`src/rtl/io_uart_fifo_pkg.sv`:
```
// Shared definitions for the IO-space UART FIFO peripheral: register offsets,
// STAT/CTRL bit positions, TX FSM encodings and the STAT register layout.
package io_uart_pkg;

  localparam int DATA_W = 8;

  localparam logic [1:0] OFF_DATA  = 2'd0;
  localparam logic [1:0] OFF_STAT  = 2'd1;
  localparam logic [1:0] OFF_CTRL  = 2'd2;
  localparam logic [1:0] OFF_RXLVL = 2'd3;

  localparam int STAT_TX_FULL     = 0;
  localparam int STAT_TX_EMPTY    = 1;
  localparam int STAT_TX_ACTIVE   = 2;
  localparam int STAT_TX_DROP     = 3;
  localparam int STAT_RX_NONEMPTY = 4;
  localparam int STAT_RX_FULL     = 5;
  localparam int STAT_RX_OVERRUN  = 6;
  localparam int STAT_IRQ         = 7;

  localparam int CTRL_RX_IE    = 0;
  localparam int CTRL_TXE_IE   = 1;
  localparam int CTRL_LOOPBACK = 2;
  localparam int CTRL_FLUSH    = 7;

  localparam logic [1:0] TX_IDLE  = 2'd0;
  localparam logic [1:0] TX_START = 2'd1;
  localparam logic [1:0] TX_ACK   = 2'd2;
  localparam logic [1:0] TX_DONE  = 2'd3;

  // Member order matches the STAT bit layout, MSB first.
  typedef struct packed {
    logic irq;
    logic rx_overrun;
    logic rx_full;
    logic rx_nonempty;
    logic tx_drop;
    logic tx_active;
    logic tx_empty;
    logic tx_full;
  } stat_t;

endpackage

```
`src/rtl/io_uart_fifo_if.sv`:
```
// CPU IO-bus bundle between the light8080 core and the UART FIFO peripheral.
interface io_uart_fifo_if;
  import io_uart_pkg::*;

  logic              cpu_io;
  logic              cpu_rd;
  logic              cpu_wr;
  logic [7:0]        cpu_addr;
  logic [DATA_W-1:0] cpu_dout;
  logic [DATA_W-1:0] io_dout;
  logic              irq;

  modport master (
    output cpu_io, cpu_rd, cpu_wr, cpu_addr, cpu_dout,
    input  io_dout, irq
  );

  modport slave (
    input  cpu_io, cpu_rd, cpu_wr, cpu_addr, cpu_dout,
    output io_dout, irq
  );

endinterface

```
`src/rtl/io_uart_fifo_sync_fifo.sv`:
```
// Single-clock show-ahead FIFO with one-cycle flush; pop on empty is ignored and
// a push into a full FIFO is accepted only when a pop happens in the same cycle.
module sync_fifo #(
  parameter int WIDTH = 8,
  parameter int DEPTH = 16
) (
  input  logic                     clk,
  input  logic                     rstb,
  input  logic                     push,
  input  logic                     pop,
  input  logic                     flush,
  input  logic [WIDTH-1:0]         din,
  output logic [WIDTH-1:0]         dout,
  output logic                     full,
  output logic                     empty,
  output logic [$clog2(DEPTH):0]   count
);

  localparam int AW = $clog2(DEPTH);
  localparam int CW = AW + 1;

  logic [WIDTH-1:0] mem [DEPTH];
  logic [AW-1:0]    wr_ptr;
  logic [AW-1:0]    rd_ptr;
  logic [CW-1:0]    cnt;
  logic             do_pop;
  logic             do_push;

  assign empty   = (cnt == '0);
  assign full    = (cnt == CW'(DEPTH));
  assign do_pop  = pop & ~empty;
  assign do_push = push & (~full | do_pop);
  assign dout    = mem[rd_ptr];
  assign count   = cnt;

  // Pointers wrap naturally because DEPTH is a power of two.
  always_ff @(posedge clk or negedge rstb) begin
    if (!rstb) begin
      wr_ptr <= '0;
      rd_ptr <= '0;
      cnt    <= '0;
    end else if (flush) begin
      wr_ptr <= '0;
      rd_ptr <= '0;
      cnt    <= '0;
    end else begin
      if (do_push) wr_ptr <= wr_ptr + 1'b1;
      if (do_pop)  rd_ptr <= rd_ptr + 1'b1;
      cnt <= cnt + CW'(do_push) - CW'(do_pop);
    end
  end

  always_ff @(posedge clk) begin
    if (do_push && !flush) mem[wr_ptr] <= din;
  end

endmodule

```
`src/rtl/io_uart_fifo.sv`:
```
// IO-space UART front end: TX/RX FIFOs, CTRL/STAT/RXLVL registers, sticky error
// flags, level irq and the tx_start handshake FSM. Optional: IO_UART_LOOPBACK_EN.
module io_uart_fifo
  import io_uart_pkg::*;
#(
  parameter logic [7:0] BASE_ADDR   = 8'h80,
  parameter int         TX_DEPTH    = 16,
  parameter int         RX_DEPTH    = 16,
  parameter int         ACK_TIMEOUT = 3
) (
  input  logic              clk,
  input  logic              rstb,
  io_uart_fifo_if.slave     cpu,
  output logic              tx_start,
  output logic [DATA_W-1:0] tx_byte,
  input  logic              uart_busy,
  input  logic              rx_valid,
  input  logic [DATA_W-1:0] rx_byte
);

  localparam int TX_CW = $clog2(TX_DEPTH) + 1;
  localparam int RX_CW = $clog2(RX_DEPTH) + 1;
  localparam int TW    = $clog2(ACK_TIMEOUT + 1);
  localparam logic [TW-1:0] ACK_LAST = TW'(ACK_TIMEOUT - 1);

  function automatic logic [7:0] sat_lvl(input logic [RX_CW-1:0] c);
    if (32'(c) > 32'd255) return 8'hFF;
    return 8'(c);
  endfunction

  logic [7:0]        offset;
  logic [1:0]        reg_off;
  logic              addr_hit;
  logic              sel;
  logic              rd_req;
  logic              rd_req_p1;
  logic              rd_rise;
  logic              wr_req;
  logic              wr_data;
  logic              wr_ctrl;
  logic              rd_data_pop;
  logic              rd_stat;
  logic              flush;

  logic              rx_ie;
  logic              txe_ie;
  logic              loopback;
  logic              tx_drop;
  logic              rx_overrun;
  logic              irq_p1;
  logic [DATA_W-1:0] io_dout_p1;
  logic [DATA_W-1:0] rd_val;

  logic [1:0]        tx_state;
  logic [TW-1:0]     ack_cnt;
  logic              lb_active;
  logic              launch;

  logic [DATA_W-1:0] tx_head;
  logic              tx_full;
  logic              tx_empty;
  logic [TX_CW-1:0]  tx_count;
  logic [DATA_W-1:0] rx_head;
  logic              rx_full;
  logic              rx_empty;
  logic [RX_CW-1:0]  rx_count;
  logic              rx_push;
  logic [DATA_W-1:0] rx_din;
  logic              tx_drop_set;
  logic              rx_ovr_set;
  logic              tx_idle;
  stat_t             stat;
  logic              unused_bits;

  // Window decode works for any BASE_ADDR, aligned or not.
  assign offset   = cpu.cpu_addr - BASE_ADDR;
  assign addr_hit = (offset[7:2] == 6'd0);
  assign reg_off  = offset[1:0];
  assign sel      = cpu.cpu_io & addr_hit;
  assign rd_req   = sel & cpu.cpu_rd;
  assign rd_rise  = rd_req & ~rd_req_p1;
  assign wr_req   = sel & cpu.cpu_wr;

  assign wr_data     = wr_req & (reg_off == OFF_DATA);
  assign wr_ctrl     = wr_req & (reg_off == OFF_CTRL);
  assign rd_data_pop = rd_rise & (reg_off == OFF_DATA);
  assign rd_stat     = rd_rise & (reg_off == OFF_STAT);
  assign flush       = wr_ctrl & cpu.cpu_dout[CTRL_FLUSH];

  assign tx_idle = (tx_state == TX_IDLE);
  assign launch  = tx_idle & ~tx_empty & ~uart_busy & ~flush;

  // In loopback the launched byte replaces the uart as the RX source.
  assign rx_push = loopback ? launch : rx_valid;
  assign rx_din  = loopback ? tx_head : rx_byte;

  assign tx_drop_set = wr_data & tx_full & ~launch & ~flush;
  assign rx_ovr_set  = rx_push & rx_full & ~rd_data_pop & ~flush;

  assign unused_bits = ^{cpu.cpu_dout[6:3], cpu.cpu_dout[CTRL_LOOPBACK]};

  sync_fifo #(.WIDTH(DATA_W), .DEPTH(TX_DEPTH)) u_tx_fifo (
    .clk   (clk),
    .rstb  (rstb),
    .push  (wr_data),
    .pop   (launch),
    .flush (flush),
    .din   (cpu.cpu_dout),
    .dout  (tx_head),
    .full  (tx_full),
    .empty (tx_empty),
    .count (tx_count)
  );

  sync_fifo #(.WIDTH(DATA_W), .DEPTH(RX_DEPTH)) u_rx_fifo (
    .clk   (clk),
    .rstb  (rstb),
    .push  (rx_push),
    .pop   (rd_data_pop),
    .flush (flush),
    .din   (rx_din),
    .dout  (rx_head),
    .full  (rx_full),
    .empty (rx_empty),
    .count (rx_count)
  );

  always_comb begin
    stat.tx_full     = tx_full;
    stat.tx_empty    = tx_empty;
    stat.tx_active   = ~tx_idle | uart_busy;
    stat.tx_drop     = tx_drop;
    stat.rx_nonempty = ~rx_empty;
    stat.rx_full     = rx_full;
    stat.rx_overrun  = rx_overrun;
    stat.irq         = irq_p1;
  end

  always_comb begin
    rd_val = '0;
    case (reg_off)
      OFF_DATA:  rd_val = rx_empty ? '0 : rx_head;
      OFF_STAT:  rd_val = stat;
      OFF_CTRL:  rd_val = {5'd0, loopback, txe_ie, rx_ie};
      OFF_RXLVL: rd_val = sat_lvl(rx_count);
      default:   rd_val = '0;
    endcase
  end

  // Bus stage: registered read data, read-edge tracking, irq.
  always_ff @(posedge clk or negedge rstb) begin
    if (!rstb) begin
      io_dout_p1 <= '0;
      rd_req_p1  <= 1'b0;
      irq_p1     <= 1'b0;
    end else begin
      if (cpu.cpu_io) io_dout_p1 <= addr_hit ? rd_val : '0;
      rd_req_p1 <= rd_req;
      irq_p1    <= (rx_ie & (~rx_empty | rx_overrun)) |
                   (txe_ie & tx_empty & tx_idle & ~uart_busy);
    end
  end

  assign cpu.io_dout = io_dout_p1;
  assign cpu.irq     = irq_p1;

  always_ff @(posedge clk or negedge rstb) begin
    if (!rstb) begin
      rx_ie      <= 1'b0;
      txe_ie     <= 1'b0;
      tx_drop    <= 1'b0;
      rx_overrun <= 1'b0;
    end else begin
      if (wr_ctrl) begin
        rx_ie  <= cpu.cpu_dout[CTRL_RX_IE];
        txe_ie <= cpu.cpu_dout[CTRL_TXE_IE];
      end
      // A new event in the clearing cycle was not seen by the reader, so it wins.
      tx_drop    <= (tx_drop    & ~rd_stat) | tx_drop_set;
      rx_overrun <= (rx_overrun & ~rd_stat) | rx_ovr_set;
    end
  end

`ifdef IO_UART_LOOPBACK_EN
  always_ff @(posedge clk or negedge rstb) begin
    if (!rstb)        loopback <= 1'b0;
    else if (wr_ctrl) loopback <= cpu.cpu_dout[CTRL_LOOPBACK];
  end
`else
  assign loopback = 1'b0;
`endif

  // TX stage: tx_start/tx_byte are registered on entry to START.
  always_ff @(posedge clk or negedge rstb) begin
    if (!rstb) begin
      tx_state  <= TX_IDLE;
      ack_cnt   <= '0;
      lb_active <= 1'b0;
      tx_start  <= 1'b0;
      tx_byte   <= '0;
    end else begin
      tx_start <= 1'b0;
      case (tx_state)
        TX_IDLE: begin
          if (launch) begin
            tx_state  <= TX_START;
            lb_active <= loopback;
            if (!loopback) begin
              tx_start <= 1'b1;
              tx_byte  <= tx_head;
            end
          end
        end
        TX_START: begin
          ack_cnt  <= '0;
          tx_state <= lb_active ? TX_IDLE : TX_ACK;
        end
        TX_ACK: begin
          if (uart_busy)                tx_state <= TX_DONE;
          else if (ack_cnt == ACK_LAST) tx_state <= TX_IDLE;
          else                          ack_cnt  <= ack_cnt + 1'b1;
        end
        TX_DONE: begin
          if (!uart_busy) tx_state <= TX_IDLE;
        end
        default: tx_state <= TX_IDLE;
      endcase
    end
  end

endmodule

```
`src/flat_wrapper.sv`:
```
// flat-port wrapper written by rule: the top's interface ports become plain ports
module io_uart_fifo_flat import io_uart_pkg::*;
#(
  parameter logic [7:0] BASE_ADDR   = 8'h80,
  parameter int         TX_DEPTH    = 16,
  parameter int         RX_DEPTH    = 16,
  parameter int         ACK_TIMEOUT = 3
)
  (clk, rstb, tx_start, tx_byte, uart_busy, rx_valid, rx_byte, cpu_cpu_io, cpu_cpu_rd, cpu_cpu_wr, cpu_cpu_addr, cpu_cpu_dout, cpu_io_dout, cpu_irq);
  io_uart_fifo_if cpu_i ();
  input  logic clk;
  input  logic rstb;
  output logic tx_start;
  output logic [DATA_W-1:0] tx_byte;
  input  logic uart_busy;
  input  logic rx_valid;
  input  logic [DATA_W-1:0] rx_byte;
  input wire logic [$bits(cpu_i.cpu_io)-1:0] cpu_cpu_io;
  input wire logic [$bits(cpu_i.cpu_rd)-1:0] cpu_cpu_rd;
  input wire logic [$bits(cpu_i.cpu_wr)-1:0] cpu_cpu_wr;
  input wire logic [$bits(cpu_i.cpu_addr)-1:0] cpu_cpu_addr;
  input wire logic [$bits(cpu_i.cpu_dout)-1:0] cpu_cpu_dout;
  output wire logic [$bits(cpu_i.io_dout)-1:0] cpu_io_dout;
  output wire logic [$bits(cpu_i.irq)-1:0] cpu_irq;
  assign cpu_i.cpu_io = cpu_cpu_io;
  assign cpu_i.cpu_rd = cpu_cpu_rd;
  assign cpu_i.cpu_wr = cpu_cpu_wr;
  assign cpu_i.cpu_addr = cpu_cpu_addr;
  assign cpu_i.cpu_dout = cpu_cpu_dout;
  assign cpu_io_dout = cpu_i.io_dout;
  assign cpu_irq = cpu_i.irq;
  io_uart_fifo #(.BASE_ADDR(BASE_ADDR), .TX_DEPTH(TX_DEPTH), .RX_DEPTH(RX_DEPTH), .ACK_TIMEOUT(ACK_TIMEOUT)) u_core (.clk(clk), .rstb(rstb), .cpu(cpu_i), .tx_start(tx_start), .tx_byte(tx_byte), .uart_busy(uart_busy), .rx_valid(rx_valid), .rx_byte(rx_byte));
endmodule
```
`config.mk`:
```
export PLATFORM = sky130hd
export DESIGN_NAME = io_uart_fifo_flat
export DESIGN_NICKNAME = d
export VERILOG_FILES = /design/src/rtl/io_uart_fifo_pkg.sv /design/src/rtl/io_uart_fifo_if.sv /design/src/rtl/io_uart_fifo_sync_fifo.sv /design/src/rtl/io_uart_fifo.sv /design/src/flat_wrapper.sv
export SDC_FILE = /design/constraint.sdc
export NUM_CORES = 1
export LEC_CHECK = 0
export ABC_CLOCK_PERIOD_IN_PS = 3200
export BUFFER_PORTS_ARGS = -buffer_cell sky130_fd_sc_hd__clkbuf_2
export CAP_MARGIN = 20
export CORE_ASPECT_RATIO = 0.9
export CORE_MARGIN = 2
export CORE_UTILIZATION = 50
export CTS_CLUSTER_DIAMETER = 50
export CTS_CLUSTER_SIZE = 20
export DETAILED_ROUTE_END_ITERATION = 8
export PLACE_DENSITY = 0.69
export SYNTH_ARGS = -nofsm -noshare
export SYNTH_HDL_FRONTEND = slang
export SYNTH_SLANG_ARGS = --single-unit
```
`constraint.sdc`:
```
create_clock -name clk -period 3.2 [get_ports clk]
set_clock_uncertainty 0.15 [all_clocks]
set_input_delay 0.48 -clock clk [delete_from_list [all_inputs] [get_ports clk]]
set_output_delay 0.48 -clock clk [all_outputs]
set_load 0.05 [all_outputs]
```
* Word level (Yosys, flattened, before mapping) *
Memories as Yosys holds them, arrays and structs flattened. A register that Yosys moved wholly into a read port is not among the register bits.
Cells that the tools add are included.

operators by class
  shift operators = 0
  $lt $le $gt $ge = 0
  multiply operators = 0
  equal/unequal tests = 14
  bitwise operators = 46
  reductions and logical operators = 17
  muxes and demuxes = 27
  add/subtract/negate cells = 10
  divide/modulo/power cells = 0

operator list
  kind                                                             count
  4-bit 2-to-1 mux                                                 8
  8-bit one-hot mux with 4 select lines                            1
  1-bit bitwise AND                                                28
  4-bit by 1-bit adder with 4-bit output, second input constant    4
  8-bit 2-to-1 mux                                                 2
  2-bit 2-to-1 mux                                                 6
  1-bit inverter                                                   11
  5-bit by 1-bit adder with 5-bit output                           2
  2-bit == test, second input constant                             5
  5-bit == test, second input constant                             2
  5-bit zero test                                                  2
  5-bit 2-to-1 mux                                                 2
  2-bit nonzero test                                               5
  5-bit by 1-bit subtractor with 5-bit output                      2
  2-bit one-hot mux with 4 select lines                            1
  8-bit subtractor, second input constant                          1
  1-bit OR                                                         7
  6-bit zero test                                                  1
  1-bit 2-to-1 mux                                                 6
  2-bit inequality test, second input constant                     3
  3-bit AND reduction                                              2
  2-bit by 1-bit == test with 1-bit output, second input constant  2
  2-bit zero test                                                  2
  2-bit one-hot mux with 2 select lines                            1
  6 further kinds                                                  8

storage, ports and cells
  bits in latches = 0
  output and inout port bits = 18
  RAM bits = 256
  logic and storage cells = 132
  input port bits = 31
  memory bits (read-only) = 0
  memories kept = 2
  flip-flop bits (word level) = 45

memory list
  memory                words  bits a word  rd ports  clocked after Yosys merged registers in  wr ports  line                          RTL
  u_core.u_rx_fifo.mem  16     8            1         0                                        1         io_uart_fifo_sync_fifo.sv:22  logic [WIDTH-1:0] mem [DEPTH];
  u_core.u_tx_fifo.mem  16     8            1         1                                        1         io_uart_fifo_sync_fifo.sv:22

* Depth between registers and ports, before layout *
Gate-level depths: netlist (run 1).

  depth in word-level cells = 14
  gate-level depth with buffers = 18

* Hierarchy *
A second synthesis (run 1) with hierarchy kept.

second synthesis, totals
  cells, all modules = 784
  area total of the unflattened synthesis = 13135.1 um^2

by module, submodules not included
  module                        area an instance (um^2)  times used  seq. area each (um^2)  cells an instance
  sync_fifo (u_core.u_tx_fifo)  5913.2                   1           4169.0                 336
  sync_fifo (u_core.u_rx_fifo)  5874.4                   1           4169.0                 332
  io_uart_fifo                  1347.5                   1           675.6                  116

* Least setup slack after synthesis (run 1) *
No wires, ideal clock.

  path kind = reg2reg
  start point = register u_core.u_tx_fifo.cnt[3], in the netlist u_core.u_tx_fifo.count[3]
  end point = register u_core.u_tx_fifo.cnt[4], in the netlist u_core.u_tx_fifo.count[4]
  data required time = 2914 ps
  arrival time = 2889 ps
  cell stages (with the launch flop) = 19
  period minus slack after synthesis = 3175 ps
  slack = 25 ps
  path buffers = 1
  setup time = 136 ps
  cells stage by stage = dfrtp_1 -> inv_1 -> ha_1 -> or4b_4 -> and2_0 -> buf_2 -> a21oi_4 -> nor2_2 -> inv_1 -> ha_1 -> inv_1 -> ha_1 -> inv_1 -> fa_1 -> inv_1 -> a21oi_1 -> nor2_1 -> or3_1 -> a21oi_1

between the ends
  word-level cells in the longest chain between the ends = 11

RTL lines
  what                                           line                                              RTL
  start: declaration                             io_uart_fifo_sync_fifo.sv:25                      logic [CW-1:0] cnt;
  start signal: assignment                       io_uart_fifo_sync_fifo.sv:49                      cnt <= cnt + CW'(do_push) - CW'(do_pop);
  5-bit zero test                                io_uart_fifo_sync_fifo.sv:29                      assign empty = (cnt == '0);
  1-bit inverter                                 io_uart_fifo_sync_fifo.sv:31, io_uart_fifo.sv:91
  1-bit bitwise AND (3 in a row)                 io_uart_fifo.sv:91                                assign launch = tx_idle & ~tx_empty & ~uart_busy & ~flush;
  1-bit bitwise AND                              io_uart_fifo_sync_fifo.sv:31                      assign do_pop = pop & ~empty;
  1-bit OR                                       io_uart_fifo_sync_fifo.sv:32                      assign do_push = push & (~full | do_pop);
  1-bit bitwise AND                              io_uart_fifo_sync_fifo.sv:32
  5-bit by 1-bit adder with 5-bit output         io_uart_fifo_sync_fifo.sv:49
  5-bit by 1-bit subtractor with 5-bit output *  io_uart_fifo_sync_fifo.sv:49
  5-bit 2-to-1 mux *                             io_uart_fifo_sync_fifo.sv:42                      end else if (flush) begin

Mark *: on every way between the ends. The rest lies on a longest branch, timed or not.
A chain may end at the register's enable or synchronous reset.

* Worst setup path after layout (run 1) *
Same ends and word-level chain as after synthesis.

==> results of run 1 <==
## metal layers
layer / GRT usage (%) / vias to the layer above / wire (microns)
met2: 30.01 / 241 / 12080
met3: 3.741 / 41 / 1883
met1: 29.82 / 3520 / 11820
met5: 0 / - / 0
met4: 4.362 / 0 / 502
li1: - / 3067 / -
## sequential cells by signal, indices dropped and copies added (netlist names)
name	count
u_core.u_rx_fifo.mem	128
u_core.u_tx_fifo.mem	128
u_core.cpu.io_dout	8
u_core.tx_byte	8
u_core.u_rx_fifo.count	5
u_core.u_tx_fifo.count	5
u_core.u_rx_fifo.rd_ptr	4
u_core.u_rx_fifo.wr_ptr	4
u_core.u_tx_fifo.rd_ptr	4
u_core.u_tx_fifo.wr_ptr	4
u_core.ack_cnt	2
u_core.tx_state	2
u_core.cpu.irq	1
u_core.rd_req_p1	1
u_core.rx_ie	1
u_core.rx_overrun	1
u_core.tx_drop	1
u_core.tx_start	1
u_core.txe_ie	1
## what timing repair did
item / in CTS / in global routing
gates resized for setup: 2 / 17
setup buffers: 0 / 6
hold endpoints to repair: 4 / 0
pin swaps: 0 / 9
setup endpoints to repair: 2 / 2
hold buffers: 1 / 0
## logic make-up (layout without fill, tap and decap cells)
family / Yosys count / after routing / share of synthesized area, %
DFF: 309 / 309 / 69.54
adders and majority gates: 25 / 25 / 2.529
buffers and inverters: 56 / 183 / 2.017
and+or+nand+nor: 151 / 151 / 6.149
xor gates and xnor gates: 14 / 14 / 0.9460
AOI/OAI and AO/OA: 63 / 63 / 3.205
muxes: 99 / 99 / 15.62
## worst max-delay path: stages, from the launching register on
cell,delay [ns]
dfrtp_1,0.40
inv_2,0.09
ha_4,0.13
or4b_4,0.47
and2_4,0.17
a21oi_4,0.16
nor2_2,0.07
inv_1,0.05
ha_1,0.21
inv_1,0.07
ha_2,0.19
inv_2,0.05
fa_2,0.39
inv_2,0.06
a21oi_2,0.05
nor2_2,0.12
o21ai_1,0.08
a21oi_1,0.14
## path summary, 6_finish.rpt
path / to / depth (start not counted) / slack (ns)
max: u_core.u_tx_fifo.count[4] / 17 / 0.06
min: u_core.cpu.io_dout[0] / 2 / 0.03
max reg2reg: u_core.u_tx_fifo.count[4] / 17 / 0.06
min reg2reg: u_core.tx_drop / 2 / 0.35
max in group asynchronous: u_core.u_rx_fifo.rd_ptr[3] / 4 / 1.99
min in group asynchronous: u_core.tx_byte[3] / 2 / 0.18
## stage by stage
step	total power, mW	cell area (sq um)	TNS [ns]	util, %
6_report	11.03	14980	0	59.14
3_3_place_gp	7.378	13860	0	54.75
5_1_grt	11.52	14980	-0.1140	59.14
3_5_place_dp	7.506	13860	-0.001530	54.75
4_1_cts	10.99	14860	0	58.70
2_1_floorplan	6.787	12960	0	-
## where the power goes
part / internal, mW / switching, mW
clock network: 1.90 / 1.58
logic: 1.19 / 1.33
registers: 4.73 / 0.300
total: 7.82 / 3.21
## Yosys cell counts, drive strengths merged (2+ instances only)
cell / n / area share [%]
xor2: 6 / 0.41
a22oi: 3 / 0.17
mux2: 12 / 1.3
mux4: 70 / 13
and2: 18 / 0.87
nor4: 2 / 0.097
xnor2: 8 / 0.54
o21ai: 15 / 0.58
fa: 2 / 0.31
o21a: 2 / 0.12
nor2: 45 / 1.3
a211oi: 8 / 0.46
nand3: 16 / 0.66
nand2b: 7 / 0.34
nor3: 10 / 0.42
buf: 18 / 0.92
o22ai: 2 / 0.097
ha: 23 / 2.2
clkbuf: 15 / 0.43
or3: 4 / 0.19
nor2b: 7 / 0.34
a221o: 3 / 0.23
dfrtp: 53 / 10
nand2: 22 / 0.64
inv: 23 / 0.67
a21o: 3 / 0.17
mux2i: 17 / 1.3
o31ai: 2 / 0.12
nor4b: 3 / 0.20
a221oi: 2 / 0.14
a21oi: 18 / 0.78
or2: 2 / 0.097
and4: 4 / 0.27
and3: 4 / 0.19
edfxtp: 256 / 59
## cell type report
| class | count | area (sq um) | share of cell area [%] |
|---|---|---|---|
| clock buffers | 30 | 729.5 | 4.871 |
| inverters | 23 | 86.33 | 0.5765 |
| repair buffers | 107 | 723.2 | 4.829 |
| clock inverters | 23 | 255.2 | 1.704 |
| well taps | 342 | 427.9 | 2.857 |
| flip-flops and latches | 309 | 9015 | 60.20 |
| multi-input cells | 352 | 3739 | 24.96 |
==> impl_metrics.json, run 1 <==
{
  "viasPerCell": 5.792,
  "place.gp.congestion": 0.8507,
  "initial_core_util_pct": 51.19,
  "finalWorstSetupSlack_ns": 0.05910,
  "syn-num-nets": 773,
  "synth_edf_count": 256,
  "grtUsageTotal_pct": 19.68,
  "antenna_found_initial": 0,
  "cts.sinks": 309,
  "cts_buffer_depth": 3,
  "layout_commonest_cell": "edfxtp_1",
  "ys_ff_latch": 309,
  "worst_setup_path_end_kind": "flip-flop",
  "outcome": "finished clean",
  "critical_path_class": "reg -> reg",
  "io_buffers": 48,
  "path_clk_slew_ns": 0.07,
  "period_share_pct": 98.15,
  "maxSlewHeadroom_pct": 49.98,
  "core_region_area_sq_um": 25320,
  "netlist_area_sq_um": 12960,
  "die_y_microns": 156.8,
  "grt_setup_unrepaired": "yes",
  "min_from": "cpu_cpu_io",
  "cp_data_arrival_time_ns": 3.46,
  "row_count": 55,
  "area_growth_pct": 15.53,
  "drv_cap": 0,
  "worst_r2r_startpoint": "u_core.u_tx_fifo.count[3]",
  "pin_count": 49,
  "max_freq_ghz": 0.3184,
  "num-nets-final": 878,
  "synth_cells": 717,
  "drt-total-wl_microns": 26280,
  "place_ws_ns": -0.001530,
  "ant_nets": 0,
  "worstPathMaxFanout": 3,
  "grt_max_degree": 42,
  "drc": 0,
  "synthArstFlopShare_pct": 17.15,
  "p_leak_nw": 5.345,
  "clock_latency_ns": 0.55,
  "synth_top_flop_cell": "edfxtp_1",
  "first_iter_violations": 679,
  "tightest_slew_ns": 0.7503,
  "dieArea_sq_um": 27230,
  "diodes": 0,
  "startpoint_type": "flip-flop",
  "yosysWarnings": 0,
  "cts-buffers-inserted": 29,
  "cp-startpoint": "u_core.u_tx_fifo.count[3]",
  "drive_above_1_share_pct": 27.61,
  "dpl.hpwl_microns": 17820,
  "hp-class": "in -> reg",
  "cp_data_required_time_ns": 3.52,
  "cts_tree": "built",
  "fillerInstances": 1886,
  "hold_ws_ns": 0.02687,
  "setup_viol": 0,
  "vias": 6869,
  "syn_avg_cell_area_sq_um": 18.08,
  "grt-ovfl-total": 0,
  "dpl.cell_count": 1125,
  "grt_pass1_wl_microns": 40970,
  "die_x_microns": 173.7,
  "root_buffer": "clkbuf_16",
  "wire_per_inst_microns": 22.16,
  "final-max-slew-violation-count": 0,
  "synth.distinct_cells": 59,
  "hold_viol_final": 0,
  "peakVddDrop_v": 0.0005074,
  "mostFrequentLayoutCells": "256 x edfxtp_1, 55 x buf_4, 52 x dfrtp_1",
  "ys_seq_area_share_pct": 69.54,
  "power_density_nw_per_um2": 736.2,
  "layout.cells.non_filler": 1186,
  "grt_pass1_vias": 7006,
  "cts_max_level": 1,
  "fin_crit_ns": 3.141,
  "drt_pass1_iterations": 5
}
(Power assumes the default switching activity.)
==> run 2: changes to the inputs <==
--- a/config.mk
+++ b/config.mk
@@ -6,7 +6,6 @@
 export NUM_CORES = 1
 export LEC_CHECK = 0
 export ABC_CLOCK_PERIOD_IN_PS = 3200
-export BUFFER_PORTS_ARGS = -buffer_cell sky130_fd_sc_hd__clkbuf_2
 export CAP_MARGIN = 20
 export CORE_ASPECT_RATIO = 0.9
 export CORE_MARGIN = 2
@@ -14,7 +13,8 @@
 export CTS_CLUSTER_DIAMETER = 50
 export CTS_CLUSTER_SIZE = 20
 export DETAILED_ROUTE_END_ITERATION = 8
-export PLACE_DENSITY = 0.69
+export DONT_BUFFER_PORTS = 1
+export PLACE_DENSITY = 0.68
 export SYNTH_ARGS = -nofsm -noshare
 export SYNTH_HDL_FRONTEND = slang
 export SYNTH_SLANG_ARGS = --single-unit
==> run 2 against run 1 <==
Net effect:
- worst hold slack improved by 0.028 ns
- global-route usage rose by 0.22 points
- critical path depth did not move
- largest power group unchanged
- highest routed layer unchanged
- first-iteration DRC count rose by 4.3%
- critical path type unchanged
- sequential share of layout area rose by 0.78 points
- non-clock buffer count fell by 34
- wire length rose by 1.2%
==> impl_metrics.json, run 2 (synthesis results as in run 1) <==
{
  "outcome": "finished clean",
  "swShare_pct": 29.39,
  "clock_latency_ns": 0.53,
  "peakVddDrop_v": 0.0004750,
  "clockPowerShare_pct": 29.7,
  "root_buffer": "clkbuf_16",
  "grt_pass1_vias": 6847,
  "drv_cap": 0,
  "drt-total-wl_microns": 26610,
  "p_switching_mw": 3.146,
  "layout_commonest_cell": "edfxtp_1",
  "io_buffers": 0,
  "hp-class": "in -> reg",
  "worst_setup_path_end_kind": "flip-flop",
  "die_x_microns": 173.7,
  "cts_max_level": 1,
  "drt_pass1_iterations": 5,
  "core_region_area_sq_um": 25320,
  "grt-ovfl-total": 0,
  "initial_core_util_pct": 51.19,
  "grtUsageTotal_pct": 19.91,
  "row_count": 55,
  "num-nets-final": 842,
  "power.internal_mw": 7.559,
  "power_density_nw_per_um2": 724.1,
  "setup_viol": 0,
  "register_area_sq_um": 9015,
  "finalWorstSetupSlack_ns": 0.06608,
  "min_from": "cpu_cpu_addr[1]",
  "die_y_microns": 156.8,
  "seqPwrFrac_pct": 48.8,
  "drc": 0,
  "worstPathMaxFanout": 4,
  "reg2reg_to": "u_core.u_tx_fifo.count[4]",
  "vias": 6744,
  "drt-met1-wl_microns": 11720,
  "cts.sinks": 309,
  "pwr-share-comb_pct": 21.5,
  "critical_path_class": "reg -> reg",
  "drive_above_1_share_pct": 21.59,
  "place.gp.congestion": 0.8675,
  "dpl.cell_count": 1066,
  "p_leak_nw": 5.135,
  "mostFrequentLayoutCells": "256 x edfxtp_1, 52 x dfrtp_1, 49 x buf_4",
  "reg_top3": "u_core.u_rx_fifo.mem x128, u_core.u_tx_fifo.mem x128",
  "reg2reg_depth": 17,
  "dieArea_sq_um": 27230,
  "tightest_slew_ns": 0.6875,
  "first_iter_violations": 708,
  "area_growth_pct": 14.05,
  "final.setup.tns_ns": 0,
  "total_power_mw": 10.71,
  "grt_max_degree": 54,
  "layout.cells.non_filler": 1149,
  "antenna_found_initial": 1,
  "path_clk_slew_ns": 0.07,
  "routed.top_layer": "met4",
  "ant_nets": 0,
  "routed-wl-met2_microns": 12410,
  "hold_ws_ns": 0.05456,
  "fin_crit_ns": 3.134,
  "wl_met3_microns": 1995,
  "viasPerCell": 5.869,
  "cp_data_arrival_time_ns": 3.44,
  "worst_r2r_startpoint": "u_core.u_tx_fifo.count[3]",
  "regToRegSetupSlack_ns": 0.07,
  "cts-buffers-inserted": 27,
  "max_freq_ghz": 0.3191,
  "maxSlewHeadroom_pct": 54.17,
  "place_ws_ns": -0.08599,
  "grt_pass1_wl_microns": 41050,
  "cp-startpoint": "u_core.u_tx_fifo.count[3]",
  "cts_tree": "built",
  "period_share_pct": 97.94,
  "wire_per_inst_microns": 23.16,
  "crit_path_end": "u_core.u_tx_fifo.count[4]",
  "multi_input_area_sq_um": 3729,
  "hold_viol_final": 0,
  "dpl.hpwl_microns": 17650,
  "fillerInstances": 1900,
  "startpoint_type": "flip-flop",
  "cp_data_required_time_ns": 3.51,
  "grt_setup_unrepaired": "yes",
  "final-max-slew-violation-count": 0,
  "pin_count": 49,
  "cts_buffer_depth": 3
}
run 2: cell types whose count changed in the layout (fill, tap and decap cells not counted), sizes merged:
cell         delta
clkinvlp        -1
buf             -6
clkbuf         -49
clkinv          +2
inv             -2
diode           +1
dlygate4sd3    +20
bufinv          -2
run 2: cell type report:
| class | count | share of cell area, % |
|---|---|---|
| Inverter | 23 | 0.5840 |
| Tap cell | 342 | 2.894 |
| Antenna cell | 1 | 0.01693 |
| Clock inverter | 20 | 1.176 |
| Multi-Input combinational cell | 352 | 25.22 |
| Timing Repair Buffer | 73 | 4.367 |
| Clock buffer | 29 | 4.765 |
| Sequential cell | 309 | 60.98 |
run 2: metal layers:
layer / track usage [%] / vias up
li1: - / 2993
met1: 29.74 / 3473
met2: 31.09 / 241
met3: 3.450 / 37
met4: 4.322 / 0
met5: 0 / -
run 2: worst max-delay path, cell delays in order (launching register included):
cell and delay [ns]:
dfrtp_1 0.39, inv_2 0.08, ha_4 0.12, or4b_4 0.48, and2_4 0.17, a21oi_4 0.15
nor2_2 0.06, inv_1 0.05, ha_1 0.13, inv_1 0.04, ha_2 0.19, inv_2 0.06
fa_2 0.21, inv_2 0.04, a21oi_2 0.14, nor2_2 0.06, or3_1 0.38, a21oi_2 0.15
run 2: worst min path at each step:
| stage | endpoint | slack (ns) | depth (start not counted) |
|---|---|---|---|
| after global placement | u_core.tx_byte[3] | 0.04 | 0 |
| final | u_core.cpu.io_dout[1] | 0.05 | 3 |
| after CTS | u_core.cpu.io_dout[1] | 0.04 | 3 |
| after detailed placement | u_core.tx_byte[4] | 0.04 | 0 |
| after floorplan | u_core.ack_cnt[0] | 0.03 | 0 |
| after global routing | u_core.rd_req_p1 | 0.06 | 2 |
run 2: what timing repair did:
item                                    CTS  global route
gates resized for setup                   5            12
hold endpoints to repair                317             0
pin swaps                                 2             7
hold buffers                             22             0
endpoints found under the setup margin    1             2
setup buffers                             2             9
run 2: stage by stage:
stage          instance area (sq um)  util (%)
2_1_floorplan                  12960         -
3_3_place_gp                   13540     53.47
3_5_place_dp                   13540     53.47
4_1_cts                        14680     57.97
5_1_grt                        14780     58.38
6_report                       14780     58.38
run 2: power groups by stage:
stage,logic (mW),clock network [mW],registers (mW)
after floorplan,1.63,0,5.15
after global placement,1.96,0,5.29
after detailed placement,2.05,0,5.32
after CTS,2.19,3.25,5.23
after global routing,2.52,3.41,5.27
final,2.30,3.18,5.23
